File: src/rtl/regfile_wr_arbiter.sv
// regfile_wr_arbiter: shares the register file write port between the WB stage
// and a queued multiply/divide result stream. MDU results wait in a small FIFO
// and retire in idle WB slots. If the FIFO head is passed over STARVE_MAX times
// in a row, WB is stalled so that the head can retire.
module regfile_wr_arbiter #(
  parameter int DEPTH      = 2,
  parameter int STARVE_MAX = 4
) (
  input  logic        clk,
  input  logic        rst_n,
  input  logic        wb_we,
  input  logic [4:0]  wb_wa,
  input  logic [31:0] wb_wd,
  output logic        wb_stall,
  input  logic        mdu_valid,
  input  logic [4:0]  mdu_wa,
  input  logic [31:0] mdu_wd,
  output logic        mdu_ready,
  output logic        rf_we,
  output logic [4:0]  rf_wa,
  output logic [31:0] rf_wd,
  output logic [31:0] busy
);

  localparam int PW = (DEPTH > 1) ? $clog2(DEPTH) : 1;
  localparam int CW = $clog2(DEPTH + 1);
  localparam int SW = $clog2(STARVE_MAX + 1);

  logic [PW-1:0]    rd_ptr_q, rd_ptr_d;
  logic [PW-1:0]    wr_ptr_q, wr_ptr_d;
  logic [CW-1:0]    count_q, count_d;
  logic [SW-1:0]    starve_q, starve_d;
  logic [DEPTH-1:0] valid_q, valid_d;

  logic [4:0]       wa_mem [DEPTH];
  logic [31:0]      wd_mem [DEPTH];
  logic [31:0]      slot_mask [DEPTH];
  logic [31:0]      busy_or;

  logic empty, full, accept, push, pop;
  logic wb_eff, force_grant, grant_fifo, grant_wb;

  // The occupancy flags come only from registered state. This means a pop
  // in the same cycle can never open room for a push.
  assign empty     = (count_q == '0);
  assign full      = (count_q == CW'(DEPTH));
  assign mdu_ready = rst_n & ~full;

  // A result for x0 completes the handshake, but the FIFO never stores it.
  assign accept = mdu_valid & mdu_ready;
  assign push   = accept & (mdu_wa != 5'd0);

  // A WB write to x0 is no request at all. While reset is held, WB gets no grant.
  assign wb_eff = rst_n & wb_we & (wb_wa != 5'd0);

  assign force_grant = ~empty & (starve_q == SW'(STARVE_MAX));
  assign grant_fifo  = ~empty & (force_grant | ~wb_eff);
  assign grant_wb    = wb_eff & ~force_grant;
  assign pop         = grant_fifo;
  assign wb_stall    = force_grant;

  // Drive the write port from the granted source. An idle port outputs all zeros.
  always_comb begin
    rf_we = 1'b0;
    rf_wa = 5'd0;
    rf_wd = 32'd0;
    if (grant_fifo) begin
      rf_we = 1'b1;
      rf_wa = wa_mem[rd_ptr_q];
      rf_wd = wd_mem[rd_ptr_q];
    end else if (grant_wb) begin
      rf_we = 1'b1;
      rf_wa = wb_wa;
      rf_wd = wb_wd;
    end
  end

  // Next state of the pointers, the occupancy and the starvation counter.
  always_comb begin
    rd_ptr_d = rd_ptr_q;
    wr_ptr_d = wr_ptr_q;
    count_d  = count_q;
    valid_d  = valid_q;
    starve_d = starve_q;

    if (pop) begin
      rd_ptr_d          = rd_ptr_q + PW'(1);
      valid_d[rd_ptr_q] = 1'b0;
    end
    if (push) begin
      wr_ptr_d          = wr_ptr_q + PW'(1);
      valid_d[wr_ptr_q] = 1'b1;
    end
    case ({push, pop})
      2'b10:   count_d = count_q + CW'(1);
      2'b01:   count_d = count_q - CW'(1);
      default: count_d = count_q;
    endcase

    if (empty || grant_fifo) begin
      starve_d = '0;
    end else if (grant_wb && (starve_q != SW'(STARVE_MAX))) begin
      starve_d = starve_q + SW'(1);
    end
  end

  // Control state register. An asynchronous reset discards any queued entries.
  always_ff @(posedge clk or negedge rst_n) begin
    if (!rst_n) begin
      rd_ptr_q <= '0;
      wr_ptr_q <= '0;
      count_q  <= '0;
      valid_q  <= '0;
      starve_q <= '0;
    end else begin
      rd_ptr_q <= rd_ptr_d;
      wr_ptr_q <= wr_ptr_d;
      count_q  <= count_d;
      valid_q  <= valid_d;
      starve_q <= starve_d;
    end
  end

  // FIFO payload storage. valid_q qualifies every read, so the storage needs no reset.
  always_ff @(posedge clk) begin
    if (push) begin
      wa_mem[wr_ptr_q] <= mdu_wa;
      wd_mem[wr_ptr_q] <= mdu_wd;
    end
  end

  // Each occupied slot contributes a one-hot mask of its destination register.
  for (genvar gi = 0; gi < DEPTH; gi++) begin : g_slot_mask
    assign slot_mask[gi] = valid_q[gi] ? (32'd1 << wa_mem[gi]) : 32'd0;
  end

  // The busy bitmap is the OR of the masks of all occupied slots.
  always_comb begin
    busy_or = 32'd0;
    for (int i = 0; i < DEPTH; i++) begin
      busy_or = busy_or | slot_mask[i];
    end
  end

  assign busy = busy_or;

endmodule

File: config.mk
export PLATFORM = sky130hd
export DESIGN_NAME = regfile_wr_arbiter
export DESIGN_NICKNAME = d
export VERILOG_FILES = /design/src/rtl/regfile_wr_arbiter.sv
export SDC_FILE = /design/constraint.sdc
export NUM_CORES = 1
export LEC_CHECK = 0
export CAP_MARGIN = 20
export CELL_PAD_IN_SITES_DETAIL_PLACEMENT = 1
export CELL_PAD_IN_SITES_GLOBAL_PLACEMENT = 2
export CORE_MARGIN = 10
export CORE_UTILIZATION = 25
export DETAILED_ROUTE_END_ITERATION = 10
export HOLD_SLACK_MARGIN = 0.06
export PLACE_DENSITY = 0.81
export SLEW_MARGIN = 20
export SYNTH_ARGS = -nofsm -noshare
export SYNTH_HDL_FRONTEND = slang
export SYNTH_SLANG_ARGS = --single-unit
export TNS_END_PERCENT = 1
File: constraint.sdc
create_clock -name clk -period 2.2 [get_ports clk]
set_input_delay 0.22 -clock clk [delete_from_list [all_inputs] [get_ports clk]]
set_output_delay 0.22 -clock clk [all_outputs]
set_load 0.05 [all_outputs]
# Word level (Yosys, flattened, before mapping)
# Memory sizes are Yosys's and may differ from the RTL's.
# Index checks and enable logic that the tools add are counted.
# op_classes
add_sub_neg	5
multipliers	0
div	0
order_cmp	4
eq_ne	5
shifts	2
n_mux	19
bitwise_logic	17
reduce_logical	9
# op_table
op	count
32-bit 2-to-1 mux	4
1-bit by 5-bit left shift with 32-bit output (first input constant)	2
32-bit bitwise OR	1
5-bit 2-to-1 mux	2
5-bit nonzero test	2
1-bit bitwise AND	8
1-bit 2-to-1 mux	6
3-bit 2-to-1 mux	2
2-bit equality test (second input constant)	2
1-bit by 2-bit less-than comparator with 1-bit output (second input constant)	2
2-bit 2-to-1 mux	2
1-bit inverter	4
2-bit case mux with 2 select lines	1
2-bit nonzero test	2
3-bit by 1-bit adder with 3-bit output (second input constant)	1
3-bit equality test (second input constant)	1
1-bit logical AND	3
3-bit != test (second input constant)	1
1-bit adder (second input constant)	2
2-bit by 1-bit adder with 2-bit output (second input constant)	1
2-bit bitwise AND	1
1-bit demux with 1-bit select	2
2-bit by 1-bit equality test with 1-bit output (second input constant)	1
1-bit >= comparator (second input constant)	2
6 further kinds	6
# word_totals
reg_bits	9
latch_bits	0
mem_bits_rw	74
rom_bits	0
input_bits	78
output_inout_bits	72
word_cells	68
memories	2
# memory_table
memory	words	word_bits	read_ports	rd_ports_with_merged_regs	write_ports	line_no	rtl
wd_mem	2	32	1	0	1	36	logic [31:0] wd_mem [DEPTH];
wa_mem	2	5	3	0	1	35	logic [4:0] wa_mem [DEPTH];

# Longest topological paths before layout
# Gate-level depths: netlist (run 1).
# depth
depth_word	9
ltp_mapped	10
ltp_nobuf	10

# Least setup slack after synthesis (run 1)
# No wires, ideal clock.
# synth_path
path_kind	reg-to-reg
startpoint	register count_q[0]
endpoint	memory wa_mem[1][0], enable pin
setup_ns	0.398
arrival_ns	3.050
path_slack_ns	-1.247
path_stages_with_launch	6
path_cell_list	dfrtp_1 > buf_2 > inv_1 > a21boi_0 > o211a_1 > and2_1
# synth_via
elab_chain_cells	7
# synth_lines
item	line_no	rtl
start: declaration	31	logic [CW-1:0] count_q, count_d;
start signal: assignment	118	count_q <= count_d;
2-bit equality test	46	assign full = (count_q == CW'(DEPTH));
1-bit inverter	47	assign mdu_ready = rst_n & ~full;
1-bit bitwise AND	47	
via mdu_ready	18	output logic mdu_ready,
1-bit bitwise AND	50	assign accept = mdu_valid & mdu_ready;
1-bit bitwise AND	51	assign push = accept & (mdu_wa != 5'd0);
1-bit 2-to-1 mux	126	if (push) begin
1-bit 2-to-1 mux (implied by the code)	127	wa_mem[wr_ptr_q] <= mdu_wa;
end: declaration	35	
# The timed path passes the listed nets, and every way through them passes these cells.

# Final worst setup path (run 1)
# layout_path
startpoint	register starve_q[0]
endpoint	output rf_wd[12]
# layout_via
elab_chain_cells	6
elab_cells_between_ends	8
# layout_lines
item	line_no	rtl
start: declaration	32	logic [SW-1:0] starve_q, starve_d;
start signal: assignment	120	starve_q <= starve_d;
3-bit equality test *	56	assign force_grant = ~empty & (starve_q == SW'(STARVE_MAX));
1-bit bitwise AND *	56	
1-bit inverter	58	assign grant_wb = wb_eff & ~force_grant;
1-bit bitwise AND	58	
32-bit 2-to-1 mux	71	end else if (grant_wb) begin
32-bit 2-to-1 mux *	67	if (grant_fifo) begin
end: declaration	21	output logic [31:0] rf_wd,
# Every way passes the cells marked *; elsewhere a longest branch is shown, timed or not.

==> results.md, run 1 <==
- Worst Path Max Fanout: 22
- Hold crit path type: in2async
- Status: finished with violations
- Ys async rst share: 0.108
- Pins Over Slew Limit: 0
- Die footprint: ~22000 µm²
- Post-DP HPWL: 10900 µm
- Unrepaired setup endpoints after global routing: true
- Vias in the first global route: 3915
- Leading cell type in the layout, fill and taps excluded: clkdlybuf4s50_1
- Crit share post-route: 1.05
- Layout cells sized above 1: 0.349
- FF+latch count, synth: a little over 80
- Cell Pwr Density: 1140 nW/µm²
- Die X: approximately 150 µm
- Hold Vio Cnt, Final: 0
- Worst path required time: 1.98 ns
- Number of synthesized flops with an enable pin: 74
- Fin util: 0.460
- Vias per inst: 4.68
- Drt pass-1 iters: 6
- Multi-input logic area: 1730 µm²
- Element type at the critical path start: flop
- CTS Buf Count: 9
- Root Buffer: clkbuf_16
- Fmax: around 430 MHz
- Chip Height: 149 µm
- Syn Nets: 416
- Setup CP Type: reg2out
- Ranking of synthesized cells by area: edfxtp_1 54%, mux2i_1 9.0%, o31ai_1 6.5%, dfrtp_1 5.4%, nand2_1 4.8%
- Residual DRC: 0
- First-pass GRT wire length: roughly 22000 µm
- Pwr Total: roughly 8400 µW
- Mapped Area: roughly 4100 µm²
- CTS Hold Bufs: 0
- VDD IR-drop max: between 600 and 700 µV
- Grt total ovfl: 0
- Top_reg_cell synth: edfxtp_1
- Setup violators final: 34
- Initial antenna violation count: 0
- CP Capture Type: output pin
- Area share of the largest cell type after synthesis: 0.538
- Buf/Inv on CP: 5
- Post-DR wirelength/cell: 18.9 µm
- Final WL: ~14000 µm
- Synth Area per Inst: ~12 µm²
- Inserted Diodes: 0
- Clk_skew: around 0.0044 ns
- Crit-path leading delay family: buffers and inverters
- GPL Wtd Cong: slightly above 0.8
- Commonest non-fill, non-tap cells in the layout: 77 x clkdlybuf4s50_1, 74 x edfxtp_1, 67 x buf_12
- Largest net degree at the start of global routing: 31
- H-tree lvl count: 3
- Skew-Pair Late Insertion Delay: around 0.32 ns
- Synth warn: 0
- Violated checks: negative setup slack
- Max-Cap Viols: 0
- CP most frequent cell: buf_12
- Slowest CP cell: dfrtp_1
- Drt initial violations: about 110
- Placement Rows: between 40 and 50
- Tot GR Track Use: 0.125
- Setup ws final: -0.0999 ns
- Worst-margin pin slew: between 0.4 and 0.5 ns
- Register area share after synthesis: 0.592
- Worst path arrival time: roughly 2.1 ns
- Vias: between 3000 and 4000
- Sequential cell area: between 2000 and 2500 µm²
- Core Area: 16100 µm²
- Fillers: between 1500 and 2000
- Min Hold Slack: 0.316 ns
- Area leader, netlist: edfxtp_1
- Post-placement cell count: roughly 730
- Crit path cell chain: inv_1 > ha_2 > o211a_4 > a211oi_4 > buf_6 > buf_12 > o31ai_1 > buf_4 > buf_12
- Final min period: about 2.3 ns
- Non-Filler Instances: around 750
- Worst-path clk slew: roughly 0.06 ns
- # nets final: between 600 and 700
- Initial Util: 0.257
- IO Port Bufs: 149
- Leakage: 0.00274 µW
- Area delta synth->final: 78.7%
- CTS tree: built
- Synth unique cells: 39
- CP max stage delay: between 0.3 and 0.4 ns
- Rel. slew slack: 0.672
- Setup TNS: -2.02 ns
- Detail Route Antenna Nets: 0
- IO Pins: 150
- Buffer levels on the longest clock path: 2
- Clock Sinks: a little over 80
- Mapped Cells: between 300 and 400
stage by stage:
step,instance area [µm²],worst slack (ns)
final,7380,-0.0999
after global routing,7380,-0.211
after CTS,7320,-0.0892
after detailed placement,6810,-0.0868
after global placement,6810,-0.00362
after floorplan,4140,-0.379
layer usage:
metal	vias up	track usage	wire, µm
met5	-	0	0
met4	0	0.0213	75
met3	6	0.0397	872
met2	95	0.228	7550
met1	1732	0.142	5640
li1	1675	-	-
kinds of logic (layout without fill, tap and decap cells):
| group | count (synthesis) | in the layout | share of synthesized area |
|---|---|---|---|
| buffers and inverters | 30 | 228 | 0.0381 |
| AND/OR/NAND/NOR | 96 | 96 | 0.111 |
| multiplexers | 37 | 37 | 0.0896 |
| flip-flops | 83 | 83 | 0.592 |
| AO/OA/AOI/OAI | 81 | 81 | 0.150 |
| adder cells (fa/ha/maj) | 3 | 3 | 0.00908 |
| XOR/XNOR | 5 | 5 | 0.0106 |
worst min-delay path: stages:
cell             delay [ns]
clkdlybuf4s50_1        0.48
buf_4                  0.12
buf_4                  0.17
synth_stat cells, drive strengths merged (5+ instances only):
| library cell | count |
|---|---|
| dfrtp | 9 |
| buf | 10 |
| nand2 | 53 |
| mux2i | 37 |
| nand3 | 5 |
| o32ai | 10 |
| nand2b | 10 |
| edfxtp | 74 |
| o22ai | 21 |
| clkbuf | 14 |
| inv | 6 |
| nor2 | 7 |
| o31ai | 36 |
registers in the layout, summed over array words and instances, names as in the netlist:
signal    count
wd_mem       64
wa_mem       10
starve_q      3
count_q       2
valid_q       2
rd_ptr_q      1
wr_ptr_q      1
power by group:
| group | total [µW] | internal, µW | leakage (µW) | switching [µW] |
|---|---|---|---|---|
| Clock | 1460 | 883 | 0.000142 | 581 |
| Combinational | 4760 | 2310 | 0.00181 | 2450 |
| Sequential | 2160 | 1970 | 0.000788 | 192 |
path summary, 6_finish.rpt:
kind,start,end,slack (ns),cells past startpoint
max,starve_q[0],rf_wd[12],-0.1,9
min,rst_n,starve_q[2],0.32,3
max reg2reg,starve_q[0],count_q[1],0.16,11
min reg2reg,wr_ptr_q,valid_q[1],0.51,1
max in group asynchronous,rst_n,rd_ptr_q,1.73,3
min in group clk,mdu_wd[21],wd_mem[0][21],0.48,1
area by class of cell:
class                      count  area share
clock inverter                 7      0.0103
clock buffer                   9      0.0305
inverter                       6     0.00305
sequential                    83       0.332
multi-input combinational    222       0.234
timing repair buffer         206       0.353
tap                          216      0.0366
repair_timing:
action	CTS	global route
pin swaps	3	3
resized for setup	31	13
cloned	1	0
endpoints found under the setup margin	40	51
setup buffers	4	0
No activity file was read; power rests on OpenSTA's default activity.
==> run 2: changes to the inputs <==
- CTS_BUF_LIST: not set -> sky130_fd_sc_hd__clkbuf_16
- SETUP_SLACK_MARGIN: not set -> 0.15
==> run 2 against run 1 <==
The flow still finishes with violations (negative setup slack). Utilization up 3.4 points. Non-clock buffer count decreased by 22. Power up 4.7%. Final cell count fell by 2.9%. Final area increased by 7.3%. Setup slack improved by 0.024 ns. Hold slack got worse by 0.072 ns. Largest power group unchanged.
==> results.md, run 2 (synthesis results as in run 1) <==
- Grt total ovfl: 0 (unchanged)
- Cell Pwr Density: 1110 nW/µm² (was 1140 nW/µm²)
- Placement Rows: 46 (unchanged)
- Post-DR wirelength/cell: 21.7 µm (was 18.9 µm)
- Max-Cap Viols: 0 (unchanged)
- Chip Height: 149 µm (unchanged)
- Max reg flops: 64 (unchanged)
- Final WL: 15800 µm (was 14100 µm)
- Worst-margin pin slew: 0.626 ns (was 0.495 ns)
- Setup violators final: 35 (was 34)
- CTS tree: built (unchanged)
- Final min period: 2.28 ns (was 2.30 ns)
- Initial antenna violation count: 1 (was 0)
- Final instance area: 7930 µm² (was 7380 µm²)
- Inserted Diodes: 0 (unchanged)
- Clock Sinks: 83 (unchanged)
- Worst path arrival time: 2.06 ns (was 2.08 ns)
- Layout cells sized above 1: 0.446 (was 0.349)
- Core Area: 16100 µm² (unchanged)
- H-tree lvl count: 3 (unchanged)
- Die X: 149 µm (unchanged)
- CTS Buf Count: 9 (unchanged)
- Worst Path Max Fanout: 6 (was 22)
- Skew-Pair Late Insertion Delay: 0.32 ns (about the same)
- GPL Wtd Cong: 0.845 (was 0.823)
- Sequential cell area: 2450 µm² (about the same)
- Hold crit path type: in2async (unchanged)
- Root Buffer: clkbuf_16 (unchanged)
- Drt initial violations: 122 (was 107)
- Multi-input logic area: 2330 µm² (was 1730 µm²)
- CP Capture Type: output pin (unchanged)
- Largest net degree at the start of global routing: 41 (was 31)
- Worst path required time: 1.98 ns (about the same)
- # nets final: 587 (was 609)
- Min Hold Slack: 0.244 ns (was 0.316 ns)
- First-pass GRT wire length: 24600 µm (was 22200 µm)
- Crit share post-route: 1.03 (was 1.05)
- Tot GR Track Use: 0.141 (was 0.125)
- Setup ws final: -0.0760 ns (was -0.0999 ns)
- Residual DRC: 0 (unchanged)
- CTS Hold Bufs: 0 (unchanged)
- Pins Over Slew Limit: 0 (unchanged)
- Detail Route Antenna Nets: 0 (unchanged)
- Worst-path clk slew: 0.06 ns (about the same)
- IO Port Bufs: 149 (unchanged)
- Vias: 3553 (was 3508)
- Vias in the first global route: 4061 (was 3915)
- Violated checks: negative setup slack (unchanged)
- Die footprint: 22100 µm² (unchanged)
- Area post-placement: 6750 µm² (was 6810 µm²)
- Post-DP HPWL: 10900 µm (about the same)
- Clk_skew: 0.00306 ns (was 0.00436 ns)
- IO Pins: 150 (unchanged)
- Leading cell type in the layout, fill and taps excluded: clkdlybuf4s50_1 (unchanged)
- Leakage: 0.00282 µW (was 0.00274 µW)
- Element type at the critical path start: flop (unchanged)
- VDD IR-drop max: 734 µV (was 620 µV)
- Status: finished with violations (unchanged)
- Fillers: 1527 (was 1626)
- Drt pass-1 iters: 4 (was 6)
- Fmax: 439 MHz (was 435 MHz)
- Largest Register: wd_mem (unchanged)
- Top flop regs: wd_mem x64, wa_mem x10, starve_q x3 (unchanged)
- Setup CP Type: reg2out (unchanged)
- Rel. slew slack: 0.583 (was 0.672)
- Commonest non-fill, non-tap cells in the layout: 76 x clkdlybuf4s50_1, 74 x edfxtp_1, 68 x buf_12 (was 77 x clkdlybuf4s50_1, 74 x edfxtp_1, 67 x buf_12)
- Unrepaired setup endpoints after global routing: true (unchanged)
- Hold Vio Cnt, Final: 0 (unchanged)
- Buffer levels on the longest clock path: 2 (unchanged)
- Vias per inst: 4.89 (was 4.68)
- Initial Util: 0.257 (unchanged)
- Area delta synth->final: 91.8% (was 78.7%)
## run 2: cell types whose count changed in the layout (fill, tap and decap cells not counted), sizes merged
cell / delta
dlygate4sd2: -1
clkinv: -1
inv: +1
clkdlybuf4s50: -1
bufinv: +1
buf: -21
clkinvlp: -1
dlymetal6s2s: +1
## run 2: final cells by class
class	count	area share
clock buffer	9	0.0284
clock inverter	7	0.0117
inverter	6	0.00284
multi-input combinational	222	0.294
sequential	83	0.309
tap	216	0.0341
timing repair buffer	184	0.320
## run 2: worst paths after layout
| path | startpoint | endpoint | slack [ns] | depth (start not counted) |
|---|---|---|---|---|
| hold / removal | rst_n | count_q[1] | 0.24 | 2 |
| setup / recovery | starve_q[1] | rf_wd[22] | -0.08 | 10 |
| min in group clk | mdu_wd[2] | wd_mem[1][2] | 0.48 | 1 |
| setup reg to reg | starve_q[1] | valid_q[0] | 0.13 | 10 |
| max in group asynchronous | rst_n | valid_q[0] | 1.79 | 2 |
| hold reg to reg | wr_ptr_q | valid_q[1] | 0.53 | 1 |
## run 2: power by group
part | internal, µW | leakage, µW | switching (µW) | total [µW]
Clock | 992 | 0.000155 | 590 | 1580
Sequential | 1970 | 0.000787 | 138 | 2110
Combinational | 2290 | 0.00188 | 2810 | 5100
## run 2: metal layers
| metal | up-vias | share of wire | GRT usage |
|---|---|---|---|
| met2 | 129 | 0.53 | 0.252 |
| li1 | 1636 | - | - |
| met3 | 7 | 0.065 | 0.0431 |
| met5 | - | 0 | 0 |
| met4 | 0 | 0.0053 | 0.0233 |
| met1 | 1781 | 0.40 | 0.164 |
## run 2: worst max-delay path, cell delays in order (launching register included)
cell and delay (ns):
dfrtp_1 0.38, inv_2 0.07, ha_4 0.15, o211a_4 0.14, a211oi_4 0.19, buf_12 0.19
buf_12 0.13, buf_12 0.11, nand2_1 0.08, o31ai_4 0.09, buf_12 0.18
## run 2: timing repair
action / CTS / global route
setup endpoints to repair: 53 / 61
pin swaps: 32 / 6
setup buffers: 10 / 0
resized for setup: 83 / 30
gates cloned: 4 / 0
## run 2: per-stage QoR
| stage | TNS, ns | utilization | total power [µW] | std cells | setup WS [ns] |
|---|---|---|---|---|---|
| 6_report | -1.19 | 0.494 | 8790 | 727 | -0.0760 |
| 5_1_grt | -4.06 | 0.494 | 9170 | 727 | -0.159 |
| 4_1_cts | -2.39 | 0.484 | 8770 | 727 | -0.0889 |
| 3_5_place_dp | -1.53 | 0.421 | 6650 | 697 | -0.0820 |
| 3_3_place_gp | -1.48 | 0.421 | 6550 | 697 | -0.0803 |
| 2_1_floorplan | -3.52 | - | 4520 | 335 | -0.197 |
==> run 3: changes to the inputs <==
- CTS_CLUSTER_SIZE: not set -> 24
==> results of run 3 <==
Final layout, timing and power as in run 2 (identical DEF).
==> variant: new RTL, settings of run 3 <==
The parameter `STARVE_MAX` goes from 4 to 2.
--- a/src/rtl/regfile_wr_arbiter.sv
+++ b/src/rtl/regfile_wr_arbiter.sv
@@ -4,7 +4,7 @@
 // in a row, WB is stalled so that the head can retire.
 module regfile_wr_arbiter #(
   parameter int DEPTH      = 2,
-  parameter int STARVE_MAX = 4
+  parameter int STARVE_MAX = 2
 ) (
   input  logic        clk,
   input  logic        rst_n,
Function: changed (a bounded check fails within 4 cycles, from zero or initial values and one cycle with rst_n low).
==> variant against run 3 <==
- the run still ends with setup timing left
- sequential cell count is 1 lower
- count of clock-buffer cells in the layout unchanged
- worst setup slack got worse by 0.020 ns
- synthesized area down 1.8%
- power shrank 3.1%
- routed wire length decreased by 8.4%
- final area fell by 3.8%
- worst hold slack improved by 0.032 ns
- core utilization is 1.4 points lower
- critical path type is now input port to primary output
- largest power group unchanged
- highest routed layer unchanged
==> variant: results (changes against run 3) <==
- Total area of multi-input combinational cells: 2120 um^2 (-8.9%)
- Final-stage net count: 584 (-0.51%)
- Reg2reg setup slack: 0.18 ns (+0.05 ns)
- Registers with the most flip-flops: wd_mem x64, wa_mem x10
- Number of non-clock buffers in the layout: 185 (+0.54%)
- R2R Path Start: starve_q[0]
- Slew Limit Headroom: 67.0% (+8.7 points)
- Placed instance count: 701 (+0.57%)
- Post-route setup slack: -0.0958 ns (-0.0198 ns)
- PostCTS Resize Cnt: 28 (-66%)
- Drt first-iter violations: 115 (-5.7%)
- Total GRT Usage: 13.1% (-1.0 points)
- Setup Total Neg Slack: -1.40 ns (-0.213 ns)
- Multi-Input Combinational: 220 (-0.90%)
- Failing checks: setup timing
- Total cell area at the placement stage: 7030 um^2 (+4.2%)
- First-pass GRT wire length: 22600 um (-8.2%)
- Post-CTS setup-driven buffer insertion count: 7 (-3)
- Register area: 2420 um^2 (-1.0%)
- Critical Path Fanout Max: 10 (+4)
- Run status: finished with violations
- Std-Cell Core Area: 15900 um^2 (-1.1%)
- Data arrival time of the critical path: 2.08 ns (+0.02 ns)
- Final setup violation count: 27 (-23%)
- Clock Skew: 0.00610 ns (+0.00304 ns)
- Capture point of the worst reg-to-reg path: count_q[1]
variant: routing by layer:
metal | GRT usage (%) | wire length [um] | vias to the layer above
li1 | - | - | 1628
met1 | 14.5 | 5700 | 1714
met2 | 23.6 | 7630 | 122
met3 | 3.75 | 908 | 19
met4 | 4.31 | 227 | 0
met5 | 0 | 0 | -
variant: worst register-to-register path: cells and delay by family, from the launching register on:
kind,cells,cell delay (ns)
DFF,1,0.34
AOI/OAI and AO/OA,2,0.39
and+or+nand+nor,2,0.29
adders and majority gates,2,0.49
xor gates and xnor gates,1,0.16
buffers and inverters,3,0.27
variant: cells by family (layout without fill, tap and decap cells):
kind of cell	Yosys count	after routing	synth area share [%]
mux	37	37	9.13
buf+inv	28	207	4.29
flops	82	82	59.7
fa+ha+maj	2	2	0.617
simple gates	100	100	11.5
xor+xnor	4	4	0.864
compound gates	77	77	13.9
variant: power breakdown:
part           total (uW)  switching, uW  internal [uW]
logic                5020           2760           2260
registers            2080            128           1960
clock network        1410            551            854
total                8510           3440           5070
